--- src/rtl/hslp_pkg.sv ---
// -----------------------------------------------------------------------------
// hslp_pkg
// Shared types and helpers for the sequential HSLP approximate-multiply
// controller: FSM state encoding, the 2-bit partial-product step index, the
// per-step shift weights and the nibble selectors that map a step onto the
// operand halves.
// -----------------------------------------------------------------------------
package hslp_pkg;

  typedef enum logic [1:0] {
    IDLE = 2'd0,
    CALC = 2'd1,
    DONE = 2'd2
  } state_t;

  typedef logic [1:0] step_t;

  // Step bit1 selects the A nibble, bit0 selects the B nibble.
  localparam step_t STEP_LL = 2'd0;
  localparam step_t STEP_LH = 2'd1;
  localparam step_t STEP_HL = 2'd2;
  localparam step_t STEP_HH = 2'd3;

  localparam logic [3:0] SHIFT_LL = 4'd0;
  localparam logic [3:0] SHIFT_LH = 4'd4;
  localparam logic [3:0] SHIFT_HL = 4'd4;
  localparam logic [3:0] SHIFT_HH = 4'd8;

  function automatic logic [3:0] step_shift(input step_t s);
    logic [3:0] r;
    case (s)
      STEP_LL: r = SHIFT_LL;
      STEP_LH: r = SHIFT_LH;
      STEP_HL: r = SHIFT_HL;
      default: r = SHIFT_HH;
    endcase
    return r;
  endfunction

  function automatic logic [3:0] nib_a(input logic [7:0] v, input step_t s);
    return s[1] ? v[7:4] : v[3:0];
  endfunction

  function automatic logic [3:0] nib_b(input logic [7:0] v, input step_t s);
    return s[0] ? v[7:4] : v[3:0];
  endfunction

endpackage

--- src/rtl/hslp_step_sel.sv ---
// -----------------------------------------------------------------------------
// hslp_step_sel
// Combinational next-live-step finder.
//   a, b        : operand bytes the steps are evaluated against
//   cur         : current step index
//   from_start  : 1 = search all steps from LL, 0 = only steps above cur
//   next        : lowest qualifying live step (STEP_LL when none)
//   none        : no qualifying live step exists
// A step is live when skipping is disabled or both its nibbles are nonzero.
// -----------------------------------------------------------------------------
module hslp_step_sel
  import hslp_pkg::*;
#(
  parameter int ZERO_SKIP = 1
) (
  input  logic [7:0] a,
  input  logic [7:0] b,
  input  step_t      cur,
  input  logic       from_start,
  output step_t      next,
  output logic       none
);

  logic [3:0] live;
  logic [3:0] cand;

  for (genvar gi = 0; gi < 4; gi++) begin : g_step
    localparam step_t S = step_t'(gi);
    assign live[gi] = (ZERO_SKIP == 0) ||
                      ((nib_a(a, S) != 4'd0) && (nib_b(b, S) != 4'd0));
    assign cand[gi] = live[gi] && (from_start || (S > cur));
  end

  // Scan downwards so the lowest candidate wins.
  always_comb begin
    next = STEP_LL;
    none = 1'b1;
    for (int i = 3; i >= 0; i--) begin
      if (cand[i]) begin
        next = step_t'(i);
        none = 1'b0;
      end
    end
  end

endmodule

--- src/rtl/hslp_seq_ctrl.sv ---
// -----------------------------------------------------------------------------
// hslp_seq_ctrl
// Sequential 8x8 approximate multiply built on one shared external 4x4
// sub-multiplier. The four nibble partials (LL, LH, HL, HH) are issued one per
// cycle, each with its own approximation mode, and accumulated with their
// shift weights into a 16-bit wrapping sum.
//   clk, rst_n           : clock, asynchronous active-low reset
//   in_valid/in_ready    : operand handshake, a/b sampled on acceptance
//   mul_en/a/b/mode      : sub-multiplier issue (all zero when not issuing)
//   mul_prod             : sub-multiplier result, same cycle as the issue
//   out_valid/out_ready  : result handshake, prod held until accepted
// Parameters: MODE_MAP bit per step (1 = ap2-class, 0 = ap1-class),
//             ZERO_SKIP (1 = skip partials with a zero nibble operand).
// -----------------------------------------------------------------------------
module hslp_seq_ctrl
  import hslp_pkg::*;
#(
  parameter logic [3:0] MODE_MAP  = 4'b0001,
  parameter int         ZERO_SKIP = 1
) (
  input  logic        clk,
  input  logic        rst_n,
  input  logic        in_valid,
  output logic        in_ready,
  input  logic [7:0]  a,
  input  logic [7:0]  b,
  output logic        mul_en,
  output logic [3:0]  mul_a,
  output logic [3:0]  mul_b,
  output logic        mul_mode,
  input  logic [7:0]  mul_prod,
  output logic        out_valid,
  input  logic        out_ready,
  output logic [15:0] prod
);

  state_t      state;
  logic [7:0]  a_reg;
  logic [7:0]  b_reg;
  step_t       step;
  logic [15:0] acc;

  logic [7:0]  sel_a;
  logic [7:0]  sel_b;
  logic        sel_start;
  step_t       sel_next;
  logic        sel_none;
  logic [15:0] acc_sum;

  // While idle the selector looks at the live port operands so the first
  // step is known at the accept edge; afterwards it follows the latched copy.
  assign sel_a     = (state == IDLE) ? a : a_reg;
  assign sel_b     = (state == IDLE) ? b : b_reg;
  assign sel_start = (state != CALC);

  hslp_step_sel #(
    .ZERO_SKIP (ZERO_SKIP)
  ) u_step_sel (
    .a          (sel_a),
    .b          (sel_b),
    .cur        (step),
    .from_start (sel_start),
    .next       (sel_next),
    .none       (sel_none)
  );

  // Wraps modulo 2^16: approximate partials may exceed the exact range.
  assign acc_sum = acc + ({8'h00, mul_prod} << step_shift(step));

  always_ff @(posedge clk or negedge rst_n) begin
    if (!rst_n) begin
      state     <= IDLE;
      a_reg     <= 8'h00;
      b_reg     <= 8'h00;
      step      <= STEP_LL;
      acc       <= 16'h0000;
      in_ready  <= 1'b1;
      out_valid <= 1'b0;
      prod      <= 16'h0000;
      mul_en    <= 1'b0;
      mul_a     <= 4'h0;
      mul_b     <= 4'h0;
      mul_mode  <= 1'b0;
    end else begin
      case (state)
        IDLE: begin
          if (in_valid && in_ready) begin
            a_reg    <= a;
            b_reg    <= b;
            acc      <= 16'h0000;
            in_ready <= 1'b0;
            if (sel_none) begin
              state     <= DONE;
              prod      <= 16'h0000;
              out_valid <= 1'b1;
            end else begin
              state    <= CALC;
              step     <= sel_next;
              mul_en   <= 1'b1;
              mul_a    <= nib_a(a, sel_next);
              mul_b    <= nib_b(b, sel_next);
              mul_mode <= MODE_MAP[sel_next];
            end
          end
        end
        CALC: begin
          acc <= acc_sum;
          if (sel_none) begin
            state     <= DONE;
            prod      <= acc_sum;
            out_valid <= 1'b1;
            mul_en    <= 1'b0;
            mul_a     <= 4'h0;
            mul_b     <= 4'h0;
            mul_mode  <= 1'b0;
          end else begin
            step     <= sel_next;
            mul_a    <= nib_a(a_reg, sel_next);
            mul_b    <= nib_b(b_reg, sel_next);
            mul_mode <= MODE_MAP[sel_next];
          end
        end
        DONE: begin
          if (out_ready) begin
            state     <= IDLE;
            out_valid <= 1'b0;
            in_ready  <= 1'b1;
          end
        end
        default: begin
          state     <= IDLE;
          in_ready  <= 1'b1;
          out_valid <= 1'b0;
          mul_en    <= 1'b0;
          mul_a     <= 4'h0;
          mul_b     <= 4'h0;
          mul_mode  <= 1'b0;
        end
      endcase
    end
  end

endmodule

--- config.mk ---
export PLATFORM = sky130hd
export DESIGN_NAME = hslp_seq_ctrl
export DESIGN_NICKNAME = d
export VERILOG_FILES = /design/src/rtl/hslp_pkg.sv /design/src/rtl/hslp_step_sel.sv /design/src/rtl/hslp_seq_ctrl.sv
export SDC_FILE = /design/constraint.sdc
export NUM_CORES = 1
export LEC_CHECK = 0
export CAP_MARGIN = 20
export CORE_UTILIZATION = 55
export DETAILED_ROUTE_END_ITERATION = 12
export GPL_TIMING_DRIVEN = 0
export HOLD_SLACK_MARGIN = 0.08
export PLACE_DENSITY = 0.81
export SETUP_SLACK_MARGIN = 0.1
export SLEW_MARGIN = 40
export SYNTH_ARGS = -nofsm -noshare
export SYNTH_HDL_FRONTEND = slang
export SYNTH_SLANG_ARGS = --single-unit
--- constraint.sdc ---
create_clock -name clk -period 7 [get_ports clk]
set_input_delay 0.7 -clock clk [delete_from_list [all_inputs] [get_ports clk]]
set_output_delay 0.7 -clock clk [all_outputs]
set_load 0.01 [all_outputs]
; ---- Word-level counts from Yosys, hierarchy flattened
; Index checks and enable logic that the tools add are counted.
[classes]
n_reduce_logical = 29
shift = 1
muxes = 54
eq_ne = 10
div = 0
add_sub_neg = 1
multipliers = 0
magnitude_cmp = 5
bitwise = 2
[op_table]
columns = cell, n
row1 = $mux W16, 4
row2 = $pmux W16 S2, 2
row3 = $mux W4, 10
row4 = $pmux W4 S3, 2
row5 = $mux W2, 10
row6 = $add A16 B16 Y16, 1
row7 = $mux W1, 16
row8 = $mux W8, 2
row9 = $reduce_bool A4 Y1, 4
row10 = $shl A8 B4 Y16, 1
row11 = $pmux W1 S3, 4
row12 = $logic_and A1 B1 Y1, 9
row13 = $reduce_and A3 Y1, 3
row14 = $ne A2 B2 Y1 const B, 4
row15 = $pmux W4 S2, 1
row16 = $reduce_and A4 Y1, 2
row17 = $pmux W2 S3, 1
row18 = $reduce_and A2 Y1, 3
row19 = $eq A2 B1 Y1 const B, 2
row20 = $eq A2 B2 Y1 const B, 2
row21 = $gt A1 B2 Y1 const A, 2
row22 = $gt A2 B2 Y1 const A, 2
row23 = $logic_not A2 Y1, 2
row24 = $logic_or A1 B1 Y1, 4
row25 = other kinds (7), 9
[totals]
inputBits = 28
mem_bits_ro = 0
memories = 0
ramBits = 0
ff_bits = 64
elab_cells = 114
latchBits = 0

; ---- Depth between registers and ports, before layout
[logic_depth]
ltp_word = 14
ltp_mapped = 15

; ---- Modules after synthesis
; A second synthesis with hierarchy kept.
[unflattened]
cells_unflattened = 416
area_unflattened_um2 = 3917.5
[modules_own_cells]
columns = module, seq_area_each_um2, area_per_inst_um2, n_inst, cells_each
row1 = hslp_seq_ctrl, 1602.8, 3772.4, 1, 397
row2 = hslp_step_sel, 0.0, 145.1, 1, 19

; ---- Least setup slack after synthesis
; OpenSTA, ideal clock, no wires.
[synth_path]
path_type = register to register
from = register step[1]
to = register prod[14]
period_less_slack_ns = 3.122
setup_slack_ns = 3.878
required_ns = 6.875
stages_incl_launch_ff = 16
arrival_time_ns = 2.998
cell_sequence = dfrtp_1 inv_1 ha_1 clkbuf_1 nor2_1 and2_1 ha_1 inv_1 fa_1 nand2b_1 a21oi_1 or4_1 a41oi_1 nor4_1 nor3_1 o21ai_1
[synth_via]
elab_chain_cells = 9
elab_cells_between_ends = 28
[synth_lines]
columns = item, line_no
row1 = start: declaration, hslp_seq_ctrl.sv:40  ; step_t step;
row2 = start signal: assignment, hslp_seq_ctrl.sv:98  ; step <= sel_next;
row3 = start signal: assignment, hslp_seq_ctrl.sv:117  ; step <= sel_next;
row4 = branches (longest 9 deep; another with $add A16 B16 Y16), --
row5 = end signal: assignment, hslp_seq_ctrl.sv:110  ; prod <= acc_sum;
row6 = end: declaration, hslp_seq_ctrl.sv:34  ; output logic [15:0] prod
; Several ways; the timed one is not identified. The select of a mux whose other input is x is not followed.
; A chain may end at the register's enable or synchronous reset.

; ---- Final worst setup path
; Same ends and word-level chain as after synthesis.

==> results.py <==
metrics = {
    "global_route": {
        "grt_pass1_vias": 3321,
        "grt_use_total_pct": 28.1,
        "antenna_found_initial": 0,
        "grt_max_degree": 45,
        "grt-ovfl-total": 0,
        "grt_pass1_wl_mm": 15.6,
    },
    "worst_setup_path": {
        "critPathSlowestCell": "or4_1",
        "r2r_start": "step[1]$_DFFE_PN0P_",
        "path_cells": "inv_1, ha_1, clkbuf_1, nor2_1, and2_1, ha_1, inv_1, fa_1, nand2b_1, a21oi_1, or4_1, a41oi_1, nor4_1, nor3_1, o21ai_1",
        "r2r-end": "prod[14]$_DFFE_PN0P_",
        "end_kind": "flop",
        "endpoint": "prod[14]$_DFFE_PN0P_",
        "reg2reg_depth": 15,
        "worstPathArrival_ns": 3.93,
        "cp_max_fo": 7,
        "r2r_setup_slack_ns": 3.30,
        "slowest_delay_ns": 0.49,
        "setup.worst_path.start": "step[1]$_DFFE_PN0P_",
        "worstSetupPathType": "flop to flop",
        "startpoint_type": "flop",
        "worstPathRequired_ns": 7.23,
    },
    "clock_tree": {
        "cts_tree": "done",
        "cts_root_buffer": "clkbuf_8",
        "cts_hold_buffers": 0,
        "htree_levels": 3,
        "clock_latency_ns": 0.35,
        "path_clk_slew_ns": 0.08,
        "clk_path_buf_depth": 2,
        "numCtsBuffers": 9,
        "cts_resized": 0,
        "post_cts_buffers": 0,
        "clock-sinks": 64,
    },
    "pwr": {
        "leakagePower_uw": 0.00215,
        "ir_drop_mv": 0.217,
        "power.share.clock_pct": 17.1,
        "p_sw_share_pct": 41.5,
        "combPwrFrac_pct": 52.8,
        "p_seq_share_pct": 30.1,
        "powerDensity_mw_per_mm2": 400,
        "power.internal_uw": 1080,
        "switching_power_uw": 768,
        "finalPower_uw": 1850,
    },
    "timing": {
        "finalMaxSlewViolations": 0,
        "min_period_ns": 3.70,
        "finalCritPeriodShare_pct": 52.8,
        "finalSetupViolCount": 0,
        "setup_tns_ns": 0,
        "hold_violations": 0,
        "max_freq_mhz": 271,
        "tightest_slew_ns": 0.623,
        "relSlewSlack_pct": 58.3,
        "hold_slack_ns": 0.225,
        "fin_skew_ns": 0.0115,
        "rsz0062_at_grt": "false",
    },
    "placed_design": {
        "place_hpwl_mm": 6.98,
        "port_buffers": 55,
        "routabilityCongestion": 0.915,
    },
    "yosys": {
        "synth.distinct_cells": 65,
        "async_flop_share_pct": 100,
        "synth_ff_type": "dfrtp_1",
        "synth-edff-count": 0,
        "ys_warn_count": 0,
        "synthCells": 390,
        "synth_area_per_cell_um2": 9.69,
        "synth_fp_nets": 438,
        "ys_seq_elements": 64,
        "seq_area_frac_synth_pct": 42.4,
        "synthesis.area_mm2": 0.00378,
    },
    "cells_and_area": {
        "areaGrowthSynthToFinish_pct": 22.6,
        "nets": 505,
        "fillers": 502,
        "drive_gt1_share_pct": 11.9,
        "diodes": 0,
        "reg_top3": "acc x16, prod x16",
    },
    "detailed_routing": {
        "viasPerCell": 5.99,
        "antenna_left": 0,
        "wl_per_cell_um": 17.1,
        "num_vias": 3221,
        "wirelength_mm": 9.22,
        "drc": 5,
        "first_pass_iters": 9,
        "drt_iter0_drc": 177,
    },
    "outcome": {
        "violations": "design-rule violations",
        "status": "complete, but fails checks",
    },
    "floorplan": {
        "core_mm2": 0.00649,
        "die_h_um": 84.9,
        "die_w_um": 84.9,
        "start_util_pct": 58.2,
        "pin_count": 56,
        "rows": 29,
        "die-area_mm2": 0.00720,
    },
    "worst_hold_path": {
        "hp-class": "input port to async pin",
    },
    "run": {
        "maxCapViolations": 0,
    },
}
==> final cells by class <==
class	count	area, um2	share of cell area (%)
Buffer	16	76.3	1.65
Clock buffer	11	141	3.05
Clock inverter	4	45.0	0.973
Inverter	15	56.3	1.22
Multi-Input combinational cell	295	2040	44.1
Sequential cell	64	1600	34.6
Tap cell	77	96.3	2.08
Timing Repair Buffer	56	568	12.3
==> worst max-delay path: cells and delay by family (launching register included) <==
family          cells  cell delay [ns]
buf+inv             3             0.46
fa+ha+maj           3             0.67
compound gates      3             0.61
flops               1             0.44
simple gates        6             1.38
==> power by group through the flow <==
stage                     clock network (uW)  logic (uW)  registers, uW
after CTS                                321         968            555
final                                    317         977            557
after global routing                     338        1080            568
after floorplan                            0         689            556
after detailed placement                   0         962            561
after global placement                     0         928            558
==> synthesized netlist by cell type (all sizes together) (6+ instances only) <==
cell    count  area (um2)
nand2      64         243
inv        15        56.3
clkbuf     10        37.5
nand2b      6        37.5
dfrtp      63        1580
mux2i      12         120
nor4        8        77.6
nand3       6        30.0
o22ai       7        43.8
ha         19         238
xnor2       8        70.1
nor2       19        73.8
nor2b       9        56.3
o21ai      37         189
a21oi      13        65.1
mux2       18         203
buf         6        38.8
==> placed cells by master, fill, tap and decap left out, types with 7 or more instances in the layout <==
master and count:
xnor2_1 8, clkdlybuf4s50_1 54, inv_1 14, ha_1 19, clkbuf_8 10, nor2b_1 9, mux2_2 18, o21ai_0 14
nor2_1 18, clkbuf_1 11, mux2i_1 12, nand2_1 63, dfrtp_1 63, o22ai_1 7, o21ai_1 22, a21oi_1 13
==> logic make-up (layout without fill, tap and decap cells) <==
group                    Yosys count  count (layout)  synth area share [%]
AO/OA/AOI/OAI                    105             105                  19.3
AND/OR/NAND/NOR                  131             131                  17.3
flip-flops                        64              64                  42.4
buffers and inverters             31             102                  3.51
XOR/XNOR                           9               9                  2.09
adder cells (fa/ha/maj)           20              20                  6.82
multiplexers                      30              30                  8.55
==> per-stage QoR <==
| step | cell area, um2 | setup WS, ns | utilization (%) | std cells |
|---|---|---|---|---|
| floorplan | 3780 | 3.88 | - | 390 |
| CTS | 4630 | 3.30 | 71.3 | 538 |
| global route | 4630 | 3.00 | 71.3 | 538 |
| global placement | 4420 | 3.14 | 68.1 | 522 |
| detailed placement | 4440 | 3.34 | 68.4 | 523 |
| finish | 4630 | 3.30 | 71.3 | 538 |
==> layer usage <==
layer	up-vias	wire length, um	track usage, %	share of wire (%)
met5	-	0	0	0
met4	0	479	18.0	5.2
met3	37	380	3.99	4.1
met2	99	4340	47.7	47
met1	1545	4020	33.7	44
li1	1540	-	-	-
==> worst min path at each step <==
| stage | to | slack (ns) | cells after the start |
|---|---|---|---|
| after floorplan | a_reg[0]$_DFFE_PN0P_ | 0.40 | 0 |
| after global placement | prod[1]$_DFFE_PN0P_ | 0.46 | 2 |
| after detailed placement | prod[1]$_DFFE_PN0P_ | 0.47 | 2 |
| after CTS | acc[2]$_DFFE_PN0P_ | 0.23 | 1 |
| after global routing | prod[1]$_DFFE_PN0P_ | 0.25 | 1 |
| final | acc[2]$_DFFE_PN0P_ | 0.23 | 1 |
Power figures use the tool's default switching activity.
